## src/rtl/keypad_scanner_if.sv

```systemverilog
// rtl/keypad_scanner_if.sv - keypad matrix lines and entry-register bus
// Purpose: bundles the keypad matrix wiring and the digit-entry outputs.
// Ports:   col_n     - column sense lines, active-low
//          clear     - synchronous clear of the entry register
//          row_n     - row drive, one bit low
//          key_code  - last accepted hex digit
//          key_valid - one-clk pulse per accepted key
//          data      - 32-bit entry register, newest digit in [3:0]
//          state     - debug FSM state
// Modports: master = scanner side, slave = keypad/consumer side.
interface keypad_scanner_if;
   logic [3:0]  col_n;
   logic        clear;
   logic [3:0]  row_n;
   logic [3:0]  key_code;
   logic        key_valid;
   logic [31:0] data;
   logic [1:0]  state;

   modport master (
      input  col_n, clear,
      output row_n, key_code, key_valid, data, state
   );

   modport slave (
      output col_n, clear,
      input  row_n, key_code, key_valid, data, state
   );
endinterface

```

## src/rtl/keypad_scanner.sv

```systemverilog
// rtl/keypad_scanner.sv - scanned 4x4 hex keypad with debounce and entry register
// Purpose: drives one row low at a time, debounces presses and releases on the
//          scan tick, and shifts each accepted digit into a 32-bit register.
// Ports:   clk   - system clock
//          rst_n - asynchronous active-low reset
//          kp    - keypad_scanner_if.master (col_n, clear in;
//                  row_n, key_code, key_valid, data, state out)
module keypad_scanner #(
   parameter int SCAN_DIV_W     = 15,
   parameter int DEBOUNCE_TICKS = 4
) (
   input logic              clk,
   input logic              rst_n,
   keypad_scanner_if.master kp
);

   localparam int CNT_W = (DEBOUNCE_TICKS < 2) ? 1 : $clog2(DEBOUNCE_TICKS + 1);

   typedef enum logic [1:0] {
      ST_SCAN     = 2'd0,
      ST_DEBOUNCE = 2'd1,
      ST_RELEASE  = 2'd2
   } state_t;

   logic [3:0]            sync1, cs;
   logic [SCAN_DIV_W-1:0] div;
   state_t                st, st_nxt;
   logic [1:0]            rowi, rowi_nxt;
   logic [3:0]            row_n_q;
   logic [1:0]            cand, cand_nxt;
   logic [CNT_W-1:0]      deb_cnt, cnt_nxt, cnt_inc;
   logic [3:0]            code_q, code_nxt;
   logic                  valid_q, valid_nxt;
   logic [31:0]           data_q, data_nxt;
   logic                  tick, any_low, accept;
   logic [1:0]            low_col;
   logic [3:0]            digit;

   // Lowest-index pressed column wins when several keys share the row.
   function automatic logic [1:0] find_low(input logic [3:0] c);
      if (!c[0])      return 2'd0;
      else if (!c[1]) return 2'd1;
      else if (!c[2]) return 2'd2;
      else            return 2'd3;
   endfunction

   function automatic logic [3:0] key_map(input logic [1:0] r, input logic [1:0] c);
      case ({r, c})
         4'h0: return 4'h1;  4'h1: return 4'h2;  4'h2: return 4'h3;  4'h3: return 4'hA;
         4'h4: return 4'h4;  4'h5: return 4'h5;  4'h6: return 4'h6;  4'h7: return 4'hB;
         4'h8: return 4'h7;  4'h9: return 4'h8;  4'hA: return 4'h9;  4'hB: return 4'hC;
         4'hC: return 4'hE;  4'hD: return 4'h0;  4'hE: return 4'hF;  default: return 4'hD;
      endcase
   endfunction

   assign tick    = &div;
   assign any_low = ~&cs;
   assign low_col = find_low(cs);
   assign cnt_inc = deb_cnt + 1'b1;
   // In DEBOUNCE an accept requires low_col == cand, so low_col is always the
   // column being accepted.
   assign digit   = key_map(rowi, low_col);

   always_ff @(posedge clk or negedge rst_n) begin
      if (!rst_n) begin
         sync1   <= 4'b1111;
         cs      <= 4'b1111;
         div     <= '0;
         st      <= ST_SCAN;
         rowi    <= 2'd0;
         row_n_q <= 4'b1110;
         cand    <= 2'd0;
         deb_cnt <= '0;
         code_q  <= 4'h0;
         valid_q <= 1'b0;
         data_q  <= 32'h0;
      end else begin
         sync1   <= kp.col_n;
         cs      <= sync1;
         div     <= div + 1'b1;
         st      <= st_nxt;
         rowi    <= rowi_nxt;
         row_n_q <= ~(4'b0001 << rowi_nxt);
         cand    <= cand_nxt;
         deb_cnt <= cnt_nxt;
         code_q  <= code_nxt;
         valid_q <= valid_nxt;
         data_q  <= data_nxt;
      end
   end

   always_comb begin
      st_nxt    = st;
      rowi_nxt  = rowi;
      cand_nxt  = cand;
      cnt_nxt   = deb_cnt;
      code_nxt  = code_q;
      valid_nxt = 1'b0;
      data_nxt  = data_q;
      accept    = 1'b0;

      if (tick) begin
         case (st)
            ST_SCAN: begin
               if (any_low) begin
                  cand_nxt = low_col;
                  cnt_nxt  = CNT_W'(1);
                  if (DEBOUNCE_TICKS == 1) accept = 1'b1;
                  else                     st_nxt = ST_DEBOUNCE;
               end else begin
                  rowi_nxt = rowi + 2'd1;
               end
            end
            ST_DEBOUNCE: begin
               if (any_low && (low_col == cand)) begin
                  if (cnt_inc == CNT_W'(DEBOUNCE_TICKS)) accept  = 1'b1;
                  else                                   cnt_nxt = cnt_inc;
               end else begin
                  st_nxt   = ST_SCAN;
                  rowi_nxt = rowi + 2'd1;
                  cnt_nxt  = '0;
               end
            end
            ST_RELEASE: begin
               if (!any_low) begin
                  if (cnt_inc == CNT_W'(DEBOUNCE_TICKS)) begin
                     st_nxt   = ST_SCAN;
                     rowi_nxt = rowi + 2'd1;
                     cnt_nxt  = '0;
                  end else begin
                     cnt_nxt = cnt_inc;
                  end
               end else begin
                  cnt_nxt = '0;
               end
            end
            default: begin
               st_nxt  = ST_SCAN;
               cnt_nxt = '0;
            end
         endcase
      end

      if (accept) begin
         code_nxt  = digit;
         valid_nxt = 1'b1;
         data_nxt  = {data_q[27:0], digit};
         st_nxt    = ST_RELEASE;
         cnt_nxt   = '0;
      end

      // Clear wins over a same-cycle shift; key_code/key_valid are unaffected.
      if (kp.clear) data_nxt = 32'h0;
   end

   assign kp.row_n     = row_n_q;
   assign kp.key_code  = code_q;
   assign kp.key_valid = valid_q;
   assign kp.data      = data_q;
   assign kp.state     = st;

endmodule

```

## src/flat_wrapper.sv

```systemverilog
// flat-port wrapper written by rule: the top's interface ports become plain ports
module keypad_scanner_flat 
#(
   parameter int SCAN_DIV_W     = 15,
   parameter int DEBOUNCE_TICKS = 4
)
  (clk, rst_n, kp_col_n, kp_clear, kp_row_n, kp_key_code, kp_key_valid, kp_data, kp_state);
  keypad_scanner_if kp_i ();
  input logic clk;
  input logic rst_n;
  input wire logic [$bits(kp_i.col_n)-1:0] kp_col_n;
  input wire logic [$bits(kp_i.clear)-1:0] kp_clear;
  output wire logic [$bits(kp_i.row_n)-1:0] kp_row_n;
  output wire logic [$bits(kp_i.key_code)-1:0] kp_key_code;
  output wire logic [$bits(kp_i.key_valid)-1:0] kp_key_valid;
  output wire logic [$bits(kp_i.data)-1:0] kp_data;
  output wire logic [$bits(kp_i.state)-1:0] kp_state;
  assign kp_i.col_n = kp_col_n;
  assign kp_i.clear = kp_clear;
  assign kp_row_n = kp_i.row_n;
  assign kp_key_code = kp_i.key_code;
  assign kp_key_valid = kp_i.key_valid;
  assign kp_data = kp_i.data;
  assign kp_state = kp_i.state;
  keypad_scanner #(.SCAN_DIV_W(SCAN_DIV_W), .DEBOUNCE_TICKS(DEBOUNCE_TICKS)) u_core (.clk(clk), .rst_n(rst_n), .kp(kp_i));
endmodule
```

## config.mk

```make
export PLATFORM = sky130hd
export DESIGN_NAME = keypad_scanner_flat
export DESIGN_NICKNAME = d
export VERILOG_FILES = /design/src/rtl/keypad_scanner_if.sv /design/src/rtl/keypad_scanner.sv /design/src/flat_wrapper.sv
export SDC_FILE = /design/constraint.sdc
export NUM_CORES = 1
export LEC_CHECK = 0
export ABC_AREA = 1
export CAP_MARGIN = 40
export CELL_PAD_IN_SITES_DETAIL_PLACEMENT = 1
export CELL_PAD_IN_SITES_GLOBAL_PLACEMENT = 1
export CORE_MARGIN = 1.5
export CORE_UTILIZATION = 37
export CTS_CLUSTER_SIZE = 40
export DETAILED_ROUTE_END_ITERATION = 8
export GPL_TIMING_DRIVEN = 0
export PLACE_DENSITY = 0.82
export SLEW_MARGIN = 20
export SYNTH_ARGS = -nofsm -noshare
export SYNTH_HDL_FRONTEND = slang
export SYNTH_SLANG_ARGS = --single-unit
```

## constraint.sdc

```tcl
create_clock -name clk -period 1.5 [get_ports clk]
set_input_delay 0.45 -clock clk [delete_from_list [all_inputs] [get_ports clk]]
set_output_delay 0.45 -clock clk [all_outputs]
set_load 0.05 [all_outputs]
```

==> impl_metrics.env, run 1 <==
export IMPL_synth_top_cell_area_share=0.474
export IMPL_p_leak_nw=2.41
export IMPL_worstHoldPathType="input pin to async pin"
export IMPL_synth_edf_count=0
export IMPL_cts_tree="yes"
export IMPL_wirelength_mm=12.7
export IMPL_clockRootBuffer="clkbuf_8"
export IMPL_fin_area_mm2=0.00494
export IMPL_slew_limit_headroom=0.664
export IMPL_dp_final_hpwl_mm=5.76
export IMPL_htree_levels=3
export IMPL_start_util=0.379
export IMPL_rr_worst_depth=12
export IMPL_grt_use_total=0.214
export IMPL_rsz0062_at_grt="true"
export IMPL_grt_pass1_vias=3033
export IMPL_crit_path_start_kind="flip-flop"
export IMPL_grt_use_met1=0.244
export IMPL_cts_buffers=9
export IMPL_drtAntennaViolNets=0
export IMPL_yosysUniqueCellTypes=35
export IMPL_clkSinkCount=73
export IMPL_dieArea_mm2=0.00942
export IMPL_drive_above_1_share=0.495
export IMPL_insertedDiodeCount=0
export IMPL_end_kind="flip-flop"
export IMPL_internal_power_mw=3.18
export IMPL_drc=0
export IMPL_worst_setup_path_type="flip-flop to flip-flop"
export IMPL_die_y_um=97.1
export IMPL_fin_crit_sh=1.31
export IMPL_place_area_mm2=0.00395
export IMPL_pin_count=50
export IMPL_fin_crit_ns=1.96
export IMPL_clockBufferDepth=2
export IMPL_dp_cells=501
export IMPL_drv_slew=0
export IMPL_grt_max_degree=39
export IMPL_hold_violations=0
export IMPL_crit_fanout=3
export IMPL_io_buffers=49
export IMPL_area_growth_pct=50.8
export IMPL_cp_required_ns=1.82
export IMPL_die_x_um=97.1
export IMPL_final_cells=563
export IMPL_antenna_found_initial=0
export IMPL_syn_cell_area_mm2=0.00327
export IMPL_synth_seq_cells=73
export IMPL_path_clk_slew_ns=0.09
export IMPL_seqPwrFrac=0.476
export IMPL_met3_usage=0.0568
export IMPL_drt_pass1_iterations=4
export IMPL_critical_path_arrival_ns=2.28
export IMPL_dp_slack_ns=-0.667
export IMPL_worst_pin_slew_ns=0.504
export IMPL_p_switching_mw=1.01
export IMPL_worst_slack_ns=-0.460
export IMPL_avgSynthCellArea_um2=9.55
export IMPL_yosysMostFrequentCell="nand2_1"
export IMPL_switching_share=0.240
export IMPL_power_frac_clock=0.470
export IMPL_finalClockSkew_ns=0.0159
export IMPL_grt_first_pass_wirelength_mm=15.8
export IMPL_coreArea_mm2=0.00864
export IMPL_yosys_top_cells_area="dfrtp_1 (47%), nand2_1 (10%), dfstp_2 (8.8%)"
export IMPL_tns_ns=-18.07
export IMPL_r2r_start="u_core.div[0]"
export IMPL_combPwrFrac=0.054
export IMPL_finalSetupViolCount=56
export IMPL_holdWs_ns=0.0304
export IMPL_vias=2975
export IMPL_synth_ff_type="dfrtp_1"
export IMPL_synth_top_cells_by_count="nand2_1 (90), dfrtp_1 (62), inv_1 (42), nor2_1 (20), nand3_1 (17)"
export IMPL_use_met2=0.381
export IMPL_postLayoutCoreUtil=0.572
export IMPL_top_usage_layer="met2"
export IMPL_rows=34
export IMPL_yosysSeqAreaShare=0.562
export IMPL_powerDensity_mw_per_mm2=848
export IMPL_final_nets=464
export IMPL_drv_cap=0
export IMPL_grt_overflow=0
export IMPL_clock_latency_ns=0.38
export IMPL_peakVddDrop_mv=0.440
export IMPL_status="finished, violations left"
export IMPL_ys_warn_count=0
export IMPL_via_per_inst=5.28
export IMPL_place_congestion=0.809
export IMPL_synth_cells=343
export IMPL_finalPower_mw=4.19
export IMPL_rr_endpoint="u_core.kp.row_n[1]"
export IMPL_synthArstFlopShare=1.00
export IMPL_failed_checks="negative setup slack"
export IMPL_drt_iter0_drc=161
export IMPL_wl_per_cell_um=22.5
export IMPL_syn_nets=357
export IMPL_yosys_area_top_type="dfrtp_1"
export IMPL_timing_fmax_ghz=0.510
export IMPL_postCtsHoldBufs=0
export IMPL_r2r_slack_ns=-0.46
## area by class of cell
type / instances / area, µm²
buffer: 4 / 61.3
clock buffer: 10 / 128
clock inverter: 6 / 115
fill: 929 / 3700
inverter: 48 / 211
multi-input combinational: 219 / 1620
sequential: 73 / 1850
tap: 108 / 135
timing repair buffer: 94 / 810
timing repair inverter: 1 / 11.3
## power by group through the flow
stage,Sequential (mW),Clock (mW),Combinational (mW)
final,1.99,1.97,0.228
after global routing,1.99,2.05,0.241
after CTS,1.99,1.95,0.191
after detailed placement,2.03,0,0.138
after global placement,2.03,0,0.127
after floorplan,2.03,0,0.0576
## logic make-up after synthesis
kind of cell / synth area share
AND/OR/NAND/NOR: 0.204
flip-flops: 0.562
buffers and inverters: 0.0695
AO/OA/AOI/OAI: 0.102
XOR/XNOR: 0.0348
adder cells (fa/ha/maj): 0.0267
## worst max path at each step
| stage | slack (ns) | end | from |
|---|---|---|---|
| 6_report | -0.46 | u_core.kp.row_n[1] | u_core.div[0] |
| 5_1_grt | -0.52 | u_core.kp.row_n[1] | u_core.div[1] |
| 4_1_cts | -0.34 | u_core.kp.data[17] | u_core.div[1] |
| 3_5_place_dp | -0.67 | u_core.kp.data[17] | kp_clear |
| 3_3_place_gp | -2.74 | u_core.kp.state[0] | rst_n |
| 2_1_floorplan | -0.10 | u_core.kp.data[27] | u_core.div[0] |
## layout by cell type, fill, tap and decap left out, drive strengths merged
cell / synthesis / routed
ha: 7 / 7
nand2: 97 / 98
o21bai: 1 / 1
nand3b: 2 / 2
clkinvlp: 0 / 1
a31oi: 1 / 1
xor2: 7 / 7
or2: 1 / 1
a21oi: 10 / 10
o22ai: 16 / 16
a22oi: 1 / 1
inv: 46 / 47
buf: 4 / 87
bufinv: 0 / 3
o21ai: 17 / 17
dfrtp: 62 / 62
o211ai: 1 / 1
clkdlybuf4s50: 0 / 5
clkbuf: 0 / 16
clkinv: 2 / 4
xnor2: 6 / 6
dfstp: 11 / 11
nand4: 4 / 4
nand3: 18 / 18
o221ai: 1 / 1
nor3: 3 / 3
nor2: 25 / 25
## per-layer routing
layer,vias to the layer above,share of wire
met5,-,0
met4,0,0.041
met3,43,0.047
met2,117,0.52
met1,1500,0.39
li1,1315,-
## worst max-delay path, cell delays in order (launching register included)
cell	delay [ns]
dfrtp_1	0.41
ha_4	0.19
nand3_4	0.10
nor2_4	0.11
nand2_2	0.07
nor2_4	0.11
buf_4	0.14
nand3_1	0.16
nor2_1	0.19
nand3b_1	0.13
nand2_2	0.13
inv_2	0.07
nand2_1	0.09
## flip-flops by register name, indices dropped and copies added (netlist names), 2 cells and up
signal,flops
u_core.cand,2
u_core.sync1,4
u_core.kp.row_n,4
u_core.deb_cnt,3
u_core.div,15
u_core.rowi,2
u_core.kp.data,32
u_core.cs,4
u_core.kp.key_code,4
u_core.kp.state,2
## timing repair
| item | CTS | global route |
|---|---|---|
| setup buffers | 21 | 23 |
| endpoints found under the setup margin | 93 | 65 |
| pin swaps | 19 | 18 |
| gates resized for setup | 274 | 92 |
| gates cloned | 3 | 3 |
No activity file was read; power rests on OpenSTA's default activity.
==> run 2, diff against run 1 <==
- SETUP_SLACK_MARGIN: unset -> 0.4
==> run 2 against run 1 <==
Effect of this change: the run still ends with negative setup slack left; final area is 12% higher; critical endpoint is now u_core.kp.data[28]; fmax is 2.6% lower; largest power group unchanged; via count is 5.1% higher; first-iteration DRC count decreased by 30%; global-route usage increased by 1.3 points; clock-buffer cell count decreased by 1; core utilization increased by 7.1 points; worst setup slack lost 0.052 ns.
==> impl_metrics.env, run 2 (synthesis gave the netlist of run 1 again) <==
export IMPL_worst_pin_slew_ns=0.548
export IMPL_drc=0
export IMPL_worst_slack_ns=-0.513
export IMPL_fin_crit_ns=2.01
export IMPL_timing_fmax_ghz=0.497
export IMPL_rr_endpoint="u_core.kp.data[28]"
export IMPL_met3_usage=0.0482
export IMPL_critical_path_max_stage_delay_ns=0.40
export IMPL_grt_overflow=0
export IMPL_critical_path_arrival_ns=2.28
export IMPL_cts_buffers=9
export IMPL_grt_pass1_vias=3264
export IMPL_final_cell_mix="buf_6 (62), buf_4 (60), nand2_1 (58)"
export IMPL_dp_final_hpwl_mm=5.66
export IMPL_area_growth_pct=69.5
export IMPL_coreArea_mm2=0.00864
export IMPL_fin_crit_sh=1.34
export IMPL_top_usage_layer="met2"
export IMPL_path_clk_slew_ns=0.10
export IMPL_status="finished, violations left"
export IMPL_drv_cap=0
export IMPL_clockRootBuffer="clkbuf_8"
export IMPL_timing_critical_path_mode_cell="nand2_2"
export IMPL_io_buffers=49
export IMPL_place_area_mm2=0.00398
export IMPL_clock_latency_ns=0.36
export IMPL_crit_fanout=5
export IMPL_wirelength_mm=13.0
export IMPL_cts_tree="yes"
export IMPL_holdWs_ns=0.0709
export IMPL_rsz0062_at_grt="true"
export IMPL_finalClockSkew_ns=0.0139
export IMPL_vias=3128
export IMPL_failed_checks="negative setup slack"
export IMPL_dp_cells=501
export IMPL_tns_ns=-19.69
export IMPL_final_nets=506
export IMPL_powerDensity_mw_per_mm2=736
export IMPL_path_cells="ha_4 -> buf_6 -> nand3_4 -> nor2_4 -> nand2_2 -> nor2_4 -> nand2_2 -> nor2_2 -> nand2_2 -> clkinv_4 -> nand2_8 -> buf_8 -> o21ai_2"
export IMPL_finalPower_mw=4.08
export IMPL_start_util=0.379
export IMPL_htree_levels=3
export IMPL_clockBufferDepth=2
export IMPL_place_congestion=0.850
export IMPL_hold_violations=0
export IMPL_drive_above_1_share=0.571
export IMPL_antenna_found_initial=0
export IMPL_fin_area_mm2=0.00555
export IMPL_grt_use_met1=0.250
export IMPL_slew_limit_headroom=0.634
export IMPL_postLayoutCoreUtil=0.643
export IMPL_drtAntennaViolNets=0
export IMPL_rows=34
export IMPL_grt_max_degree=42
export IMPL_wl_per_cell_um=21.6
export IMPL_via_per_inst=5.17
export IMPL_insertedDiodeCount=0
export IMPL_largest_register_ffs=32
export IMPL_cp_required_ns=1.77
export IMPL_dieArea_mm2=0.00942
export IMPL_fill_cells=892
export IMPL_die_x_um=97.1
export IMPL_finalSetupViolCount=54
export IMPL_drv_slew=0
export IMPL_peakVddDrop_mv=0.451
export IMPL_grt_first_pass_wirelength_mm=16.8
export IMPL_grt_use_total=0.227
export IMPL_final_common_cell="buf_6"
export IMPL_worst_setup_path_type="flip-flop to flip-flop"
export IMPL_die_y_um=97.1
export IMPL_final_cells=605
export IMPL_drt_iter0_drc=112
export IMPL_r2r_slack_ns=-0.51
export IMPL_drt_pass1_iterations=4
export IMPL_p_leak_nw=2.70
export IMPL_pin_count=50
export IMPL_register_area_mm2=0.00185
export IMPL_r2r_start="u_core.div[1]"
export IMPL_multiInputGateArea_mm2=0.00167
export IMPL_dp_slack_ns=-0.647
export IMPL_end_kind="flip-flop"
export IMPL_postCtsHoldBufs=0
export IMPL_use_met2=0.424
export IMPL_rr_worst_depth=13
export IMPL_crit_path_start_kind="flip-flop"
export IMPL_worstHoldPathType="input pin to async pin"
export IMPL_clkSinkCount=73
export IMPL_crit_slowest_cell="dfrtp_1"
run 2: layout make-up:
cell class                 count  area share
clock buffer                   9      0.0223
timing repair buffer         138       0.255
tap                          108      0.0243
sequential                    73       0.333
clock inverter                 7      0.0183
buffer                         4      0.0101
inverter                      48      0.0363
multi-input combinational    218       0.301
run 2: power by group:
part | internal, mW | total, mW | switching [mW]
sequential | 1.99 | 1.99 | 0.00698
combinational | 0.105 | 0.257 | 0.152
clock | 0.955 | 1.83 | 0.880
total | 3.05 | 4.08 | 1.04
run 2: worst max path at each step:
stage               cells after the start           from                 end  slack, ns
floorplan                              11  u_core.div[0]  u_core.kp.data[27]      -0.10
global placement                        1          rst_n  u_core.kp.state[0]      -2.72
detailed placement                      5       kp_clear  u_core.kp.data[20]      -0.65
CTS                                    12   u_core.cs[1]  u_core.kp.data[23]      -0.35
global route                           13  u_core.div[0]  u_core.kp.data[28]      -0.58
finish                                 13  u_core.div[1]  u_core.kp.data[28]      -0.51
run 2: critical path, delay by kind of cell, from the launching register on:
kind,cells,cell delay [ns]
flops,1,0.40
fa+ha+maj,1,0.17
compound gates,1,0.22
simple gates,8,0.76
buf+inv,3,0.36
run 2: what timing repair did:
| action | in CTS | in global routing |
|---|---|---|
| setup buffers | 46 | 38 |
| resized for setup | 367 | 90 |
| cloned | 3 | 1 |
| setup endpoints to repair | 100 | 104 |
| pin swaps | 16 | 25 |
run 2: routing by layer:
metal  part of all wire  routed length (µm)  vias to the layer above
met3              0.031                 405                       31
met1               0.39                5110                     1605
met4              0.033                 424                        0
li1                   -                   -                     1398
met5                  0                   0                        -
met2               0.54                7100                       94
==> run 3, diff against run 2 <==
- CTS_CLUSTER_SIZE: 40 -> 14
==> results of run 3 <==
The final DEF is identical to that of run 2; final timing and power are the same.
